===== config.mk =====
export PLATFORM = sky130hd
export DESIGN_NAME = rf_writeback_arbiter
export DESIGN_NICKNAME = d
export VERILOG_FILES = /design/src/rtl/rf_writeback_arbiter.sv
export SDC_FILE = /design/constraint.sdc
export NUM_CORES = 1
export LEC_CHECK = 0
export ABC_AREA = 1
export CAP_MARGIN = 5
export CORE_UTILIZATION = 33
export DETAILED_ROUTE_END_ITERATION = 12
export PLACE_DENSITY = 0.78
export SLEW_MARGIN = 20
export SYNTH_ARGS = -nofsm -noshare
export SYNTH_HDL_FRONTEND = slang
export SYNTH_SLANG_ARGS = --single-unit

===== constraint.sdc =====
create_clock -name clk -period 2.79 [get_ports clk]
set_clock_uncertainty 0.15 [all_clocks]
set_input_delay 0.279 -clock clk [delete_from_list [all_inputs] [get_ports clk]]
set_output_delay 0.279 -clock clk [all_outputs]
set_load 0.05 [all_outputs]

===== src/rtl/rf_writeback_arbiter.sv =====
// rf_writeback_arbiter: round-robin share of one register-file write port with a registered commit stage
module rf_writeback_arbiter #(
    parameter int NUM_UNITS      = 4,
    parameter int DATA_WIDTH     = 32,
    parameter int PHYS_ADDR_W    = 6,
    parameter bit ALLOW_WRITE_P0 = 1'b0
) (
    input  logic                              clk,
    input  logic                              rst,
    input  logic [NUM_UNITS-1:0]              unit_valid,
    input  logic [NUM_UNITS*PHYS_ADDR_W-1:0]  unit_phys_addr,
    input  logic [NUM_UNITS*DATA_WIDTH-1:0]   unit_data,
    output logic [NUM_UNITS-1:0]              unit_ack,
    input  logic                              writeback_suppress,
    output logic                              commit_valid,
    output logic [PHYS_ADDR_W-1:0]            commit_phys_addr,
    output logic [DATA_WIDTH-1:0]             commit_data,
    output logic [(NUM_UNITS > 1 ? $clog2(NUM_UNITS) : 1)-1:0] commit_unit
);
    localparam int UW = NUM_UNITS > 1 ? $clog2(NUM_UNITS) : 1;

    logic [UW-1:0]          rr_ptr;
    logic [UW-1:0]          grant_idx;
    logic [UW-1:0]          cand;
    logic [UW-1:0]          rr_next;
    logic                   grant_any;
    logic [PHYS_ADDR_W-1:0] sel_addr;
    logic [DATA_WIDTH-1:0]  sel_data;

    // first valid unit at or after rr_ptr wins; suppress and reset block every grant
    always_comb begin
        grant_any = 1'b0;
        grant_idx = rr_ptr;
        cand      = rr_ptr;
        unit_ack  = '0;
        sel_addr  = '0;
        sel_data  = '0;
        for (int k = 0; k < NUM_UNITS; k++) begin
            cand = UW'((int'(rr_ptr) + k) % NUM_UNITS);
            if (!grant_any && unit_valid[cand]) begin
                grant_any = 1'b1;
                grant_idx = cand;
            end
        end
        grant_any = grant_any && !writeback_suppress && !rst;
        for (int k = 0; k < NUM_UNITS; k++) begin
            if (grant_idx == UW'(k)) begin
                unit_ack[k] = grant_any;
                sel_addr    = unit_phys_addr[k*PHYS_ADDR_W +: PHYS_ADDR_W];
                sel_data    = unit_data[k*DATA_WIDTH +: DATA_WIDTH];
            end
        end
        rr_next = (grant_idx == UW'(NUM_UNITS - 1)) ? '0 : grant_idx + 1'b1;
    end

    // register the granted write; addr 0 is consumed but not written unless allowed
    always_ff @(posedge clk) begin
        if (rst) begin
            commit_valid     <= 1'b0;
            commit_phys_addr <= '0;
            commit_data      <= '0;
            commit_unit      <= '0;
            rr_ptr           <= '0;
        end else begin
            commit_valid <= grant_any && (ALLOW_WRITE_P0 || sel_addr != '0);
            if (grant_any) begin
                commit_phys_addr <= sel_addr;
                commit_data      <= sel_data;
                commit_unit      <= grant_idx;
                rr_ptr           <= rr_next;
            end
        end
    end
endmodule


# Word level (Yosys, flattened, before mapping)
# Index checks and enable logic that the tools add are counted.
# word_totals
input_bits	159
elab_cells	57
output_inout_bits	45
ff_bits	43
# classes
add_sub_neg	4
n_mux	28
magnitude_cmp	4
n_reduce_logical	13
n_eq_ne	3
# op_table
operator	n
32-bit 2-to-1 mux	4
6-bit 2-to-1 mux	4
2-bit by 3-bit < comparator with 1-bit output (second input constant)	4
1-bit 2-to-1 mux	12
1-bit binary-select mux with 2-bit select	4
2-bit 2-to-1 mux	4
1-bit logical AND	6
6-bit nonzero test	1
1-bit logical NOT	5
2-bit by 1-bit adder with 2-bit output (second input constant)	2
2-bit adder (second input constant)	2
2-bit == test (second input constant)	2
2-bit by 1-bit == test with 1-bit output (second input constant)	1
2-bit logical NOT	1

# Depth between registers and ports, before layout
# Gate-level depths: netlist of run 1.
# logic_depth
word_depth	19
mapped_depth	24
mapped_depth_nobuf	23

# Worst setup path after synthesis of run 1
# OpenSTA, ideal clock, no wires.
# synth_path
path_kind	register to output
from	reg rr_ptr[1]
to	out unit_ack[1]
stages_incl_launch_ff	18
t_arrival_ps	2566
path_buffers	3
setup_slack_ps	-205
required_ps	2361
path_cell_list	dfxtp_1 buf_4 inv_4 nand2_1 nand2_1 nand2_2 nand2_4 nor2_8 nand3_1 inv_1 nand2_1 nand2_1 inv_1 ha_1 clkbuf_1 clkbuf_1 inv_1 nor2_1
# synth_between
elab_cells_between_ends	28
cone_classes	add/sub (3); eq/ne (1); mux (16); reduce/logical (8)
# synth_lines
item	line_no	source
start, declared	22	logic [UW-1:0] rr_ptr;
start signal, assigned	70	rr_ptr <= rr_next;
parallel branches: the longest is 11 deep, another holds 2-bit by 1-bit adder with 2-bit output	--	
2-bit 2-to-1 mux (*)	40	if (!grant_any && unit_valid[cand]) begin
named net grant_idx[0]	23	logic [UW-1:0] grant_idx;
2-bit by 1-bit == test with 1-bit output (*)	47	if (grant_idx == UW'(k)) begin
1-bit 2-to-1 mux (*)	47	
end, declared	13	output logic [NUM_UNITS-1:0] unit_ack,
# Mark *: on every way through the listed nets, which the timed path passes. The select of a mux whose other input is x is not followed.

# Worst setup path in the final report of run 1
# layout_path
from	reg rr_ptr[0]
to	out unit_ack[2]
# layout_between
elab_cells_between_ends	28
cone_classes	add/sub (3); eq/ne (1); mux (16); reduce/logical (8)
# layout_lines
item	line_no
parallel branches: the longest is 11 deep, another holds 2-bit by 1-bit adder with 2-bit output	--
2-bit 2-to-1 mux (*)	40
named net grant_idx[1]	23
2-bit == test (*)	47
1-bit 2-to-1 mux (*)	47
# Marks and branches as above.

==> results.cfg, run 1 <==
[status]
status = finished, violations left
violations = setup timing

[place]
dp_hpwl_um = 9570
dpl_worst_slack_ns = -0.294
port_buffers = 203
gp_congestion = 0.949

[finish]
layout_commonest_cell = nand2_1
layout_common_cells = 215 x nand2_1, 198 x clkdlybuf4s50_1, 54 x o21ai_0, 41 x dfxtp_1
drive_above_1_share = 0.186
antenna_cells = 0
utilization = 0.674
syn2layout_area_growth_pct = 94.2
fillers = 746
regArea_um2 = 866
fin_nets = 910
multi_input_area_um2 = 2180

[synth]
postSynthCellCount = 515
synth_warnings = 0
synthDistinctLibCells = 29
seq_area_frac_synth = 0.279
yosysTopAreaCellShare = 0.280
avgSynthCellArea_um2 = 5.99
yosys.area_share.simple = 0.415
synth_top_family_by_area = simple AND/OR/NAND/NOR gates
synthAdderAreaFrac = 0.0162
synth-seq-cells = 43
ys_top_cells_by_area = nand2_1 28%, dfxtp_1 28%, o21ai_0 11%
syn_area_um2 = 3090
synth.mux.area_fraction = 0
synth_nets = 678
synth_compound_area_frac = 0.206
synth_area_leader_cell = nand2_1
synthXorXnorAreaFrac = 0

[route]
drtAntennaViolNets = 0
avgViaCountPerCell = 4.97
drc = 0
dr_total_vias = 4252
wl_um = 12700
dr.first_iter.drc_count = 192
drt-pass1-iter-count = 6
avgRoutedWirePerCell_um = 14.9

[die]
core_region_area_um2 = 8890
die-area_um2 = 9740
die_w_um = 98.7
die_height_um = 98.7
rows = 34
io_pins = 204
initial_utilization = 0.347

[setup_path]
worstSetupStartpointType = flop
regToRegStartpoint = rr_ptr[0]
crit_start = rr_ptr[0]
cp-end-kind = primary output
cp_data_required_time_ns = 2.36
cp.arrival_ns = 2.40
crit_fanout = 7
worstSetupPathType = flop to primary output

[timing]
timing.final.ws_setup_ns = -0.0377
worstMarginPinSlew_ns = 0.538
fin_hold_ws_ns = 0.302
slew_viol_final = 0
rsz0062_at_grt = yes
finalCriticalPeriod_ns = 2.83
max_freq_ghz = 0.354
report.final.hold_viol_count = 0
setup_viol = 4
fin_crit_sh = 1.01
slew_headroom = 0.640
fin_tns_setup_ns = -0.0576

[grt]
antenna_found_initial = 1
track_usage = 0.239
grt_pass1_vias = 4024
grt_pass1_wl_um = 18700
grt_start_max_net_pins = 29
grt-ovfl-total = 0

[power_and_ir_drop]
clockPowerShare = 0.042
swShare = 0.519
leakage_nw = 2.64
p_comb_frac = 0.861
p_sw_mw = 4.79
power.internal_mw = 4.45
vdd_drop_max_v = 0.000739
p_per_area_nw_per_um2 = 1540
p_seq_frac = 0.097
p_total_mw = 9.24

[clocking]
clockBufferDepth = 2
clk_latency_ns = 0.29
root_buffer = clkbuf_8
h-tree-depth = 2
clk_pin_slew_ns = 0.09
cts_made_buffers = 5
cts.sinks = 43
postCtsHoldBufs = 0
cts_tree = yes

[job]
drv_cap = 0

[worst_hold_path]
hold_path.class = flop to flop
worstHoldStart = commit_data[12]
-- critical path: stages (launching register included) --
cell and delay [ns]:
dfxtp_2 0.35, buf_12 0.13, clkinv_8 0.08, nand2_2 0.06, nand2_2 0.07, nand2_4 0.08
nand2_4 0.08, nor2_8 0.15, nand2_1 0.07, nand2_1 0.07, nand2_1 0.08, nand2_2 0.11
nand2_4 0.09, inv_4 0.08, ha_4 0.18, inv_6 0.05, buf_6 0.12, nor2_4 0.10
buf_12 0.15
-- Yosys cell counts (all sizes together) --
library cell and instances:
nand2 255, o21ai 79, dfxtp 43, a21oi 42
nand3 25, inv 20, clkbuf 19, buf 14
nor2 10, ha 4, clkinv 1, o22ai 1
o2bb2ai 1, o31ai 1
-- state kept, by name, indices dropped and copies added (netlist names) --
name              cells
commit_data          32
commit_unit           2
commit_phys_addr      6
commit_valid          1
rr_ptr                2
-- logic make-up (layout without fill, tap and decap cells) --
family / count (synthesis) / after routing
compound gates: 124 / 124
fa+ha+maj: 4 / 4
buf+inv: 54 / 287
flops: 43 / 43
simple gates: 290 / 290
-- stage by stage --
| stage | area [µm²] | cells |
|---|---|---|
| 2_1_floorplan | 3090 | 515 |
| 3_3_place_gp | 5490 | 832 |
| 4_1_cts | 5660 | 843 |
| 5_1_grt | 6000 | 856 |
| 3_5_place_dp | 5490 | 832 |
| 6_report | 6000 | 856 |
-- power groups by stage --
stage	Sequential, mW	Combinational [mW]	Clock (mW)
6_report	0.900	7.95	0.387
5_1_grt	0.917	8.71	0.427
4_1_cts	0.898	6.98	0.393
3_5_place_dp	0.907	6.69	0
3_3_place_gp	0.902	6.50	0
2_1_floorplan	1.40	3.65	0
-- routing by layer --
metal  share of wire  up-vias  GRT usage
met5               0        -          0
li1                -     2118          -
met3           0.077       26     0.0589
met2            0.51      183      0.465
met1            0.39     1925      0.255
met4           0.022        0     0.0620
-- worst paths after layout --
kind	end	slack, ns	cells after the start
max	unit_ack[2]	-0.04	18
min	commit_data[12]	0.30	2
max reg2reg	commit_data[1]	0	22
min reg2reg	commit_data[12]	0.30	2
-- repair_timing --
action / in CTS / in global routing
gates cloned: 0 / 2
resized for setup: 18 / 73
pin swaps: 0 / 24
setup buffers: 3 / 11
setup endpoints to repair: 8 / 43
-- cell type report --
type                            instances  share of cell area
Tap cell                              108              0.0225
Inverter                               21              0.0194
Sequential cell                        43               0.144
Timing Repair inverter                  1            0.000835
Clock inverter                          3             0.00250
Multi-Input combinational cell        418               0.364
Timing Repair Buffer                  257               0.435
Clock buffer                            5              0.0115
Note: power is estimated with default switching activity, not from simulation.
==> run 2, diff against run 1 <==
--- a/config.mk
+++ b/config.mk
@@ -7,9 +7,10 @@
 export LEC_CHECK = 0
 export ABC_AREA = 1
 export CAP_MARGIN = 5
-export CORE_UTILIZATION = 33
+export CORE_UTILIZATION = 37
 export DETAILED_ROUTE_END_ITERATION = 12
-export PLACE_DENSITY = 0.78
+export HOLD_SLACK_MARGIN = 0.02
+export PLACE_DENSITY = 0.82
 export SLEW_MARGIN = 20
 export SYNTH_ARGS = -nofsm -noshare
 export SYNTH_HDL_FRONTEND = slang
==> constraint.sdc (replaced) <==
create_clock -name clk -period 3.2 [get_ports clk]
set_clock_uncertainty 0.15 [all_clocks]
set_input_delay 0.32 -clock clk [delete_from_list [all_inputs] [get_ports clk]]
set_output_delay 0.32 -clock clk [all_outputs]
set_load 0.05 [all_outputs]
==> run 2 against run 1 <==
  * Count of clock-buffer cells in the layout is 1 higher
  * The flow now finishes without violations
  * Critical endpoint unchanged
  * Via count is 5.9% lower
  * Sequential cell count unchanged
  * Critical path type is now input pin to primary output
  * Global-route usage increased by 0.81 points
  * Sequential power down 11%
  * Critical path depth did not move
  * Combinational power decreased by 35%
  * Final cell count shrank 5.8%
==> results.cfg, run 2 (synthesis results as in run 1) <==
[clocking]
h-tree-depth = 2
cts_made_buffers = 5
post-cts-setup-buffers = 0
clk_latency_ns = 0.29
root_buffer = clkbuf_8
clockBufferDepth = 2
clk_pin_slew_ns = 0.08
cts.sinks = 43
cts_tree = yes
postCtsHoldBufs = 0

[grt]
grt_pass1_vias = 3661
use_met2 = 0.459
antenna_found_initial = 0
grt_start_max_net_pins = 40
grt-ovfl-total = 0
grt.met3_usage = 0.0537
track_usage = 0.247
grt_util_met1 = 0.276
grt_pass1_wl_um = 17000
grt-busiest-layer = met2

[die]
core_region_area_um2 = 7890
die_w_um = 93.3
io_pins = 204
rows = 32
die-area_um2 = 8710
die_height_um = 93.3
initial_utilization = 0.391

[finish]
fin_nets = 866
largest_reg_flops = 32
drive_above_1_share = 0.0923
top_regs = commit_data x32, commit_phys_addr x6
fillers = 664
multi_input_area_um2 = 1980
utilization = 0.685
layout_common_cells = 230 x nand2_1, 199 x clkdlybuf4s50_1, 68 x o21ai_0, 42 x a21oi_1, 41 x dfxtp_1
layout_commonest_cell = nand2_1
regArea_um2 = 868
syn2layout_area_growth_pct = 75.1
top_register = commit_data
antenna_cells = 0

[setup_path]
crit_family = buffers and inverters
worstSetupStartpointType = input pin
cp_data_required_time_ns = 2.73
worstSetupPathType = input pin to primary output
slowest_stage = clkdlybuf4s50_1
cp-end-kind = primary output
path_buf_inv = 5
max_stage_delay_ns = 0.52
cp_cell_sequence = clkdlybuf4s50_1 -> nand2_1 -> nand2_2 -> nand2_2 -> nand2_4 -> nand2_1 -> nand2_1 -> nand2_1 -> nand2_1 -> nand2_1 -> nand2_1 -> nand2_1 -> inv_1 -> ha_2 -> inv_1 -> buf_12 -> nor2_2 -> buf_12
cp.arrival_ns = 2.58
crit_top_cell = nand2_1
crit_fanout = 39

[route]
dr_total_vias = 4001
avgViaCountPerCell = 4.96
dr.first_iter.drc_count = 84
drtAntennaViolNets = 0
drt-pass1-iter-count = 5
avgRoutedWirePerCell_um = 13.8
drc = 0
wl_um = 11100

[timing]
fin_tns_setup_ns = 0
worstMarginPinSlew_ns = 0.565
fin_hold_ws_ns = 0.303
max_freq_ghz = 0.328
slew_viol_final = 0
report.final.hold_viol_count = 0
rsz0062_at_grt = no
timing.final.ws_setup_ns = 0.151
fin_crit_sh = 0.953
finalCriticalPeriod_ns = 3.05
setup_viol = 0
slew_headroom = 0.622

[place]
dp_hpwl_um = 8730
gp_congestion = 0.841
dpl_worst_slack_ns = -0.0661
port_buffers = 203

[power_and_ir_drop]
vdd_drop_max_v = 0.000646
leakage_nw = 2.34
p_per_area_nw_per_um2 = 1200

[job]
drv_cap = 0

[status]
status = finished, final reports clean

[worst_hold_path]
hold_path.class = flop to flop
[run 2: per-layer routing]
layer	wire, µm	vias up
met3	908	24
li1	-	2029
met2	5580	159
met5	0	-
met4	303	0
met1	4350	1789
[run 2: layout make-up]
cell class / count / share of cell area
Clock inverter: 2 / 0.0111
Timing Repair Buffer: 214 / 0.408
Multi-Input combinational cell: 418 / 0.366
Tap cell: 102 / 0.0236
Sequential cell: 43 / 0.161
Inverter: 21 / 0.0169
Clock buffer: 6 / 0.0134
[run 2: metrics by stage]
stage          instances  total power, mW  cell area, µm²
2_1_floorplan        515             4.39            3090
3_3_place_gp         798             5.83            5240
3_5_place_dp         798             5.93            5240
4_1_cts              806             6.45            5380
5_1_grt              806             7.17            5410
6_report             806             6.49            5410
[run 2: final timing paths]
path	startpoint	end	slack (ns)	cells after the start
max	unit_valid[0]	unit_ack[2]	0.15	18
min	commit_data[19]	commit_data[19]	0.30	2
max reg2reg	rr_ptr[0]	commit_data[29]	0.27	21
min reg2reg	commit_data[19]	commit_data[19]	0.30	2
[run 2: timing repair]
item,4_1_cts,5_1_grt
gates cloned,0,0
gates resized for setup,2,10
pin swaps,0,0
setup endpoints to repair,3,5
[run 2: power breakdown]
group	switching (mW)	internal, mW	total (mW)
Clock	0.185	0.312	0.497
Sequential	0.101	0.699	0.800
Combinational	3.23	1.96	5.20
[run 2: worst min-delay path: cells and delay by family, from the launching register on]
| family | cells | cell delay, ns |
|---|---|---|
| simple gates | 2 | 0.10 |
| flops | 1 | 0.32 |
==> run 3, diff against run 2 <==
--- a/config.mk
+++ b/config.mk
@@ -11,6 +11,7 @@
 export DETAILED_ROUTE_END_ITERATION = 12
 export HOLD_SLACK_MARGIN = 0.02
 export PLACE_DENSITY = 0.82
+export RECOVER_POWER = 100
 export SLEW_MARGIN = 20
 export SYNTH_ARGS = -nofsm -noshare
 export SYNTH_HDL_FRONTEND = slang
==> run 3 against run 2 <==
  * Count of clock-buffer cells in the layout unchanged
  * Final cell count unchanged
  * Critical endpoint unchanged
  * Die area did not move
  * Largest cell class unchanged
==> results.cfg, run 3 (synthesis results as in run 1) <==
[grt]
track_usage = 0.247
grt_pass1_wl_um = 17000
grt_start_max_net_pins = 40
grt_pass1_vias = 3661
grt-ovfl-total = 0
antenna_found_initial = 0

[place]
gp_congestion = 0.841
port_buffers = 203
dpl_worst_slack_ns = -0.0661
placed_area_um2 = 5240
dp_hpwl_um = 8730
dp.cells = 798

[timing]
finalCriticalPeriod_ns = 3.05
setup_viol = 0
slew_viol_final = 0
fin_tns_setup_ns = 0
timing.final.ws_setup_ns = 0.151
slew_headroom = 0.617
worstMarginPinSlew_ns = 0.573
rsz0062_at_grt = no
fin_hold_ws_ns = 0.298
fin_crit_sh = 0.953
max_freq_ghz = 0.328
report.final.hold_viol_count = 0

[power_and_ir_drop]
p_total_mw = 6.42
vdd_drop_max_v = 0.000648
leakage_nw = 2.45
p_per_area_nw_per_um2 = 1190

[route]
drc = 0
dr_total_vias = 4015
dr.first_iter.drc_count = 83
drt-pass1-iter-count = 4
wl_um = 11100
avgViaCountPerCell = 4.98
drtAntennaViolNets = 0
avgRoutedWirePerCell_um = 13.8

[clocking]
cts.sinks = 43
root_buffer = clkbuf_8
clockBufferDepth = 2
clk_pin_slew_ns = 0.08
clk_latency_ns = 0.29
h-tree-depth = 2
cts_made_buffers = 5
postCtsHoldBufs = 0
cts_tree = yes

[die]
io_pins = 204
rows = 32
core_region_area_um2 = 7890
die-area_um2 = 8710
die_height_um = 93.3
die_w_um = 93.3
initial_utilization = 0.391

[worst_hold_path]
hold_end = commit_phys_addr[4]
hold_path.class = flop to flop
hold_depth = 2
worstHoldStart = commit_phys_addr[4]

[status]
status = finished, final reports clean

[setup_path]
crit_fanout = 39
worstSetupStartpointType = input pin
reg2reg_to = commit_data[29]
worstSetupPathType = input pin to primary output
cp_data_required_time_ns = 2.73
regToRegStartpoint = rr_ptr[0]
r2r_cells = 21
r2r_slack_ns = 0.27
cp-end-kind = primary output
cp.arrival_ns = 2.58

[finish]
fin_area_um2 = 5390
antenna_cells = 0
final_cells = 806
syn2layout_area_growth_pct = 74.6
utilization = 0.683
largest_reg_flops = 32
top_regs = commit_data x32, commit_phys_addr x6
layout_commonest_cell = nand2_1
top_register = commit_data
drive_above_1_share = 0.0923
fin_nets = 866
layout_common_cells = 230 x nand2_1, 158 x clkdlybuf4s50_1, 73 x o21ai_0, 42 x a21oi_1

[job]
drv_cap = 0
==> run 3: worst max-delay path: stages <==
cell and delay (ns):
clkdlybuf4s50_1 0.52, nand2_1 0.08, nand2_2 0.09, nand2_2 0.07
nand2_4 0.11, nand2_1 0.09, nand2_1 0.06, nand2_1 0.04
nand2_1 0.05, nand2_1 0.05, nand2_1 0.07, nand2_1 0.09
inv_1 0.10, ha_2 0.23, inv_1 0.08, buf_12 0.17
nor2_2 0.16, buf_12 0.15
==> run 3: worst max path at each step <==
stage                             start              end  slack [ns]  cells past startpoint
after floorplan               rr_ptr[1]      unit_ack[1]        0.16                     17
after global placement    unit_valid[0]     commit_valid        0.08                     21
after detailed placement  unit_valid[0]  commit_data[17]       -0.07                     21
after CTS                 unit_valid[0]      unit_ack[1]        0.03                     16
after global routing      unit_valid[1]  commit_data[17]       0.007                     21
final                     unit_valid[0]      unit_ack[2]        0.15                     18
==> run 3: final cells by class <==
cell class / count / area (µm²)
Fill cell: 666 / 2500
Timing Repair Buffer: 214 / 2190
Clock inverter: 2 / 60.1
Tap cell: 102 / 128
Clock buffer: 6 / 72.6
Inverter: 21 / 91.3
Multi-Input combinational cell: 418 / 1980
Sequential cell: 43 / 868
==> run 3: power breakdown <==
group	switching (mW)	internal, mW
sequential	0.0951	0.699
combinational	3.23	1.90
clock	0.184	0.312
==> run 3: layer usage <==
| layer | GRT usage | up-vias | wire length [µm] |
|---|---|---|---|
| met5 | 0 | - | 0 |
| met4 | 0.0859 | 0 | 303 |
| met3 | 0.0537 | 24 | 900 |
| met2 | 0.459 | 176 | 5590 |
| met1 | 0.276 | 1784 | 4360 |
| li1 | - | 2031 | - |
==> run 3: timing repair <==
item,in CTS,in global routing
pin swaps,0,0
hold endpoints to repair,0,0
buffers inserted,0,0
endpoints found under the setup margin,3,5
gates resized for setup,2,10
